**config.mk**
```make
export PLATFORM = sky130hd
export DESIGN_NAME = addsub_accumulator
export DESIGN_NICKNAME = d
export VERILOG_FILES = /design/src/rtl/addsub_pkg.sv /design/src/rtl/adder_subtractor.sv /design/src/rtl/addsub_accumulator.sv
export SDC_FILE = /design/constraint.sdc
export NUM_CORES = 1
export LEC_CHECK = 0
export ABC_AREA = 1
export ABC_CLOCK_PERIOD_IN_PS = 2400
export CORE_MARGIN = 3
export CORE_UTILIZATION = 50
export DETAILED_ROUTE_END_ITERATION = 10
export GPL_TIMING_DRIVEN = 0
export PLACE_DENSITY = 0.91
export SLEW_MARGIN = 10
export SYNTH_ARGS = -nofsm -noshare
export SYNTH_HDL_FRONTEND = slang
export SYNTH_HIERARCHICAL = 1
export SYNTH_SLANG_ARGS = --single-unit
```
**constraint.sdc**
```tcl
create_clock -name clk -period 2.4 [get_ports clk]
set_clock_uncertainty 0.15 [all_clocks]
set_input_delay 0.6 -clock clk [delete_from_list [all_inputs] [get_ports clk]]
set_output_delay 0.6 -clock clk [all_outputs]
set_load 0.02 [all_outputs]
```
**src/rtl/addsub_pkg.sv**
```systemverilog
// Shared definitions for the add/subtract accumulator slice.
//   state_e : IDLE -> EXEC -> RESP request/response sequence
//   OP_ADD  : in_op encoding for add
//   OP_SUB  : in_op encoding for subtract
package addsub_pkg;

    typedef enum logic [1:0] {
        IDLE = 2'd0,
        EXEC = 2'd1,
        RESP = 2'd2
    } state_e;

    localparam logic OP_ADD = 1'b0;
    localparam logic OP_SUB = 1'b1;

endpackage

```
**src/rtl/adder_subtractor.sv**
```systemverilog
// Combinational WIDTH-bit adder/subtractor.
//   a, b : operands
//   k    : 0 = a + b, 1 = a - b (two's complement, a + ~b + 1)
//   sum  : result modulo 2^WIDTH
//   cout : carry out; for subtract, 1 means a >= b (no borrow)
module adder_subtractor #(
    parameter int unsigned WIDTH = 4
) (
    input  logic [WIDTH-1:0] a,
    input  logic [WIDTH-1:0] b,
    input  logic             k,
    output logic [WIDTH-1:0] sum,
    output logic             cout
);

    logic [WIDTH-1:0] b_eff;
    logic [WIDTH:0]   full;

    always_comb begin
        b_eff = k ? ~b : b;
        // k doubles as the +1 of the two's-complement negation
        full  = {1'b0, a} + {1'b0, b_eff} + {{WIDTH{1'b0}}, k};
        sum   = full[WIDTH-1:0];
        cout  = full[WIDTH];
    end

endmodule

```
**src/rtl/addsub_accumulator.sv**
```systemverilog
// Handshaked add/subtract accumulator.
// One request is taken in IDLE, applied to the accumulator in EXEC, and the
// result is held in RESP until the consumer takes it (3 cycles per operation).
//   clk, rst_n          : clock, asynchronous active-low reset
//   in_valid/in_ready   : request handshake (in_ready only in IDLE)
//   in_op, in_clr       : 0 = add / 1 = subtract; clr loads in_data instead
//   in_data             : operand
//   out_valid/out_ready : response handshake
//   out_acc, out_cout   : accumulator and carry of the last operation
//   ovf_sticky          : set by add carry or subtract borrow, cleared by clr
//   op_count            : completed responses, wraps at 256
// Build option: define ADDSUB_ACC_SAT_EN to saturate instead of wrapping
// (add overflow -> all ones, subtract borrow -> 0).
module addsub_accumulator
    import addsub_pkg::*;
#(
    parameter int unsigned WIDTH = 4
) (
    input  logic             clk,
    input  logic             rst_n,
    input  logic             in_valid,
    output logic             in_ready,
    input  logic             in_op,
    input  logic             in_clr,
    input  logic [WIDTH-1:0] in_data,
    output logic             out_valid,
    input  logic             out_ready,
    output logic [WIDTH-1:0] out_acc,
    output logic             out_cout,
    output logic             ovf_sticky,
    output logic [7:0]       op_count
);

    state_e           state_q;
    logic [WIDTH-1:0] opnd_q;
    logic             op_q;
    logic             clr_q;
    logic [WIDTH-1:0] acc_q;
    logic             cout_q;
    logic             ovf_q;
    logic             valid_q;
    logic [7:0]       count_q;

    logic [WIDTH-1:0] add_sum;
    logic             add_cout;
    logic [WIDTH-1:0] acc_next;
    logic             ovf_set;

    adder_subtractor #(
        .WIDTH (WIDTH)
    ) u_addsub (
        .a    (acc_q),
        .b    (opnd_q),
        .k    (op_q),
        .sum  (add_sum),
        .cout (add_cout)
    );

    always_comb begin
        // add overflows on carry, subtract underflows on missing carry
        ovf_set  = (op_q == OP_ADD) ? add_cout : ~add_cout;
        acc_next = add_sum;
`ifdef ADDSUB_ACC_SAT_EN
        if (ovf_set) begin
            acc_next = (op_q == OP_ADD) ? {WIDTH{1'b1}} : {WIDTH{1'b0}};
        end
`endif
    end

    always_ff @(posedge clk or negedge rst_n) begin
        if (!rst_n) begin
            state_q <= IDLE;
            opnd_q  <= '0;
            op_q    <= OP_ADD;
            clr_q   <= 1'b0;
            acc_q   <= '0;
            cout_q  <= 1'b0;
            ovf_q   <= 1'b0;
            valid_q <= 1'b0;
            count_q <= 8'd0;
        end else begin
            case (state_q)
                IDLE: begin
                    if (in_valid) begin
                        opnd_q  <= in_data;
                        op_q    <= in_op;
                        clr_q   <= in_clr;
                        state_q <= EXEC;
                    end
                end
                EXEC: begin
                    if (clr_q) begin
                        acc_q  <= opnd_q;
                        cout_q <= 1'b0;
                        ovf_q  <= 1'b0;
                    end else begin
                        acc_q  <= acc_next;
                        cout_q <= add_cout;
                        if (ovf_set) begin
                            ovf_q <= 1'b1;
                        end
                    end
                    valid_q <= 1'b1;
                    state_q <= RESP;
                end
                RESP: begin
                    if (out_ready) begin
                        valid_q <= 1'b0;
                        count_q <= count_q + 8'd1;
                        state_q <= IDLE;
                    end
                end
                default: begin
                    valid_q <= 1'b0;
                    state_q <= IDLE;
                end
            endcase
        end
    end

    assign in_ready   = (state_q == IDLE);
    assign out_valid  = valid_q;
    assign out_acc    = acc_q;
    assign out_cout   = cout_q;
    assign ovf_sticky = ovf_q;
    assign op_count   = count_q;

endmodule

```
==> metrics.csv <==
stage,metric,value,unit
clocking,TritonCTS clock tree,built,
min_path,HP Class,reg -> reg,
power_and_ir_drop,VDD IR max,0.877,mV
setup_path,R2R depth,7,
setup_path,CP Launch Type,flip-flop,
global_route,met1 Use GR,20.5,%
clocking,postcts setup bufs,0,
timing,final setup violation count,0,
floorplanning,die area,3090,um2
global_route,met3 Usage GRT,2.57,%
yosys,post-synth top area share,46.9,%
global_route,gr busiest metal,met2,
yosys,Yosys reg bits,23,
placed_design,HPWL after detailed placement,1970,um
floorplanning,Ports,26,
floorplanning,Die Span X,55.5,um
setup_path,r2r endpoint,ovf_sticky,
timing,worst slew pin tran,0.966,ns
detailed_routing,DRC,0,
cells_and_area,share of cells above drive strength 1,9.09,%
timing,RSZ-0062 raised after global routing,no,
setup_path,critical path class,reg -> out,
power_and_ir_drop,Power Density,1330,nW/um2
power_and_ir_drop,leakage,0.778,nW
timing,Rel. slew slack,35.4,%
floorplanning,Core ar.,2280,um2
timing,final hold vios,0,
timing,setup_tns,0,ns
global_route,GR Util All Layers,17.1,%
detailed_routing,routed vias/inst,5.05,
placed_design,Post-Place Setup Slack,0.371,ns
clocking,clk_lat worst skew,0.30,ns
clocking,CTS root buf,clkbuf_4,
setup_path,cell breakdown of the critical path,clkdlybuf4s50_1,
flow_run,Max Cap Viol,0,
timing,Final Max Tran Viols,0,
global_route,number of global-route vias before repair,999,
floorplanning,Die Y,55.5,um
global_route,initial antenna violation count,0,
clocking,CTS buffer count,3,
cells_and_area,final net count,192,
global_route,largest net degree at the start of global routing,24,
detailed_routing,WL/cell,12.0,um
setup_path,critical path's largest stage delay,0.65,ns
setup_path,launch point of the worst path,op_count[3],
yosys,synthesized cell area,1230,um2
floorplanning,Starting Density,53.9,%
clocking,Hold Buf Count CTS,0,
floorplanning,num rows,17,
setup_path,CP Data Required Time,1.65,ns
clocking,Worst-path clk slew,0.12,ns
placed_design,routability cong.,0.769,
cells_and_area,P&R area growth vs syn,25.6,%
setup_path,CP Capture Type,output port,
placed_design,IO Port Bufs,25,
timing,fin crit share,90.7,%
timing,Worst Slack Setup Final,0.223,ns
yosys,Post-Syn Instances,147,
detailed_routing,Initial DRC Count,27,
yosys,"Seq/Total Area, Yosys",46.9,%
yosys,Synth area leader,dfrtp_1,
cells_and_area,ant diodes,0,
yosys,yosys warns,6,
clocking,clk sink count,23,
setup_path,Crit. path cell count,1,
setup_path,crit path to,op_count[3],
setup_path,Reg-to-Reg Start,op_q,
cells_and_area,most frequent cells in the layout,"nand2_1, clkdlybuf4s50_1, dfrtp_1, inv_1, nand3_1",
detailed_routing,via count,1031,
setup_path,Crit path max-delay family,buffers and inverters,
outcome,run status,completed,
setup_path,Worst Path Buf+Inv,1,
detailed_routing,Pre-Repair DR Iteration Count,4,
yosys,Unique masters post-synth,19,
global_route,M2 GR Usage,32.1,%
cells_and_area,"most common cell after layout, fill and taps aside",nand2_1,
detailed_routing,post-route antenna net violation count,0,
setup_path,Worst path slowest cell,clkdlybuf4s50_1,
global_route,grt ovf,0,
clocking,CTS resizes,0,
timing,"Min Clock Period, post-route",2.18,ns
clocking,Max Buffers Root-to-Sink,2,
setup_path,Reg2Reg Setup Slack,0.44,ns
global_route,global-route wire length before repair,4340,um
yosys,"top cells by area, synth","dfrtp_1, nand2_1, xor2_1",
clocking,H-tree levels,1,
yosys,synthesized net count,162,
yosys,Mean Syn Cell Area,8.35,um2
setup_path,"critical path fanouts, max",6,
detailed_routing,final wirelength,2450,um
timing,fmax,459,MHz
setup_path,Critical Path AT,1.43,ns
-- area by class of cell --
| cell class | instances | area [um2] |
|---|---|---|
| Fill cell | 204 | 734 |
| Tap cell | 28 | 35.0 |
| Multi-Input combinational cell | 104 | 577 |
| Timing Repair Buffer | 25 | 253 |
| Sequential cell | 23 | 576 |
| Clock buffer | 4 | 26.3 |
| Inverter | 20 | 75.1 |
-- power breakdown --
part           leakage [nW]  total, mW  switching, mW  internal, mW
Clock                0.0150      0.171          0.107        0.0647
Sequential            0.276      0.740          0.199         0.541
Combinational         0.487       1.14          0.648         0.490
-- per-stage QoR --
step	hold WS [ns]	power [mW]	instances	utilization, %	cell area, um2
2_1_floorplan	0.154	1.49	147	-	1230
3_3_place_gp	0.310	1.82	200	66.5	1510
3_5_place_dp	0.325	1.89	200	66.5	1510
4_1_cts	0.358	2.06	204	67.6	1540
5_1_grt	0.365	2.25	204	67.7	1540
6_report	0.346	2.05	204	67.7	1540
-- worst min path at each step --
stage | start | endpoint | cells after the start
after floorplan | rst_n | clr_q | 0
after global placement | out_valid | out_valid | 2
after detailed placement | out_cout | out_cout | 2
after CTS | out_valid | out_valid | 2
after global routing | out_valid | out_valid | 2
final | out_valid | out_valid | 2
-- cell families (layout without fill, tap and decap cells) --
kind of cell	Yosys count	count (layout)	synth area share (%)
and+or+nand+nor	74	74	27.9
adders and majority gates	5	5	5.71
AOI/OAI and AO/OA	16	16	6.93
xor gates and xnor gates	9	9	6.42
buffers and inverters	20	49	6.12
DFF	23	23	46.9
-- per-layer routing --
| layer | vias to the layer above | wire length, um |
|---|---|---|
| met2 | 29 | 1320 |
| li1 | 514 | - |
| met5 | - | 0 |
| met4 | 0 | 12 |
| met3 | 2 | 142 |
| met1 | 486 | 974 |
-- cell usage after synthesis --
| cell | number |
|---|---|
| dfrtp_1 | 23 |
| fa_1 | 1 |
| o21bai_1 | 1 |
| o21ai_1 | 9 |
| nor2_1 | 7 |
| ha_1 | 4 |
| a22oi_1 | 1 |
| nand3_1 | 11 |
| nand3_4 | 1 |
| inv_1 | 17 |
| inv_2 | 3 |
| nand2_1 | 46 |
| xnor2_1 | 1 |
| a21oi_1 | 3 |
| nor2_4 | 3 |
| o21ai_0 | 2 |
| nand2_2 | 4 |
| nor2_2 | 2 |
| xor2_1 | 8 |
-- sequential cells by signal (all words and copies together), names as in the netlist --
name / cells
out_valid: 1
state_q: 2
out_cout: 1
out_acc: 4
opnd_q: 4
op_q: 1
op_count: 8
ovf_sticky: 1
clr_q: 1
Note: power is estimated with default switching activity, not from simulation.
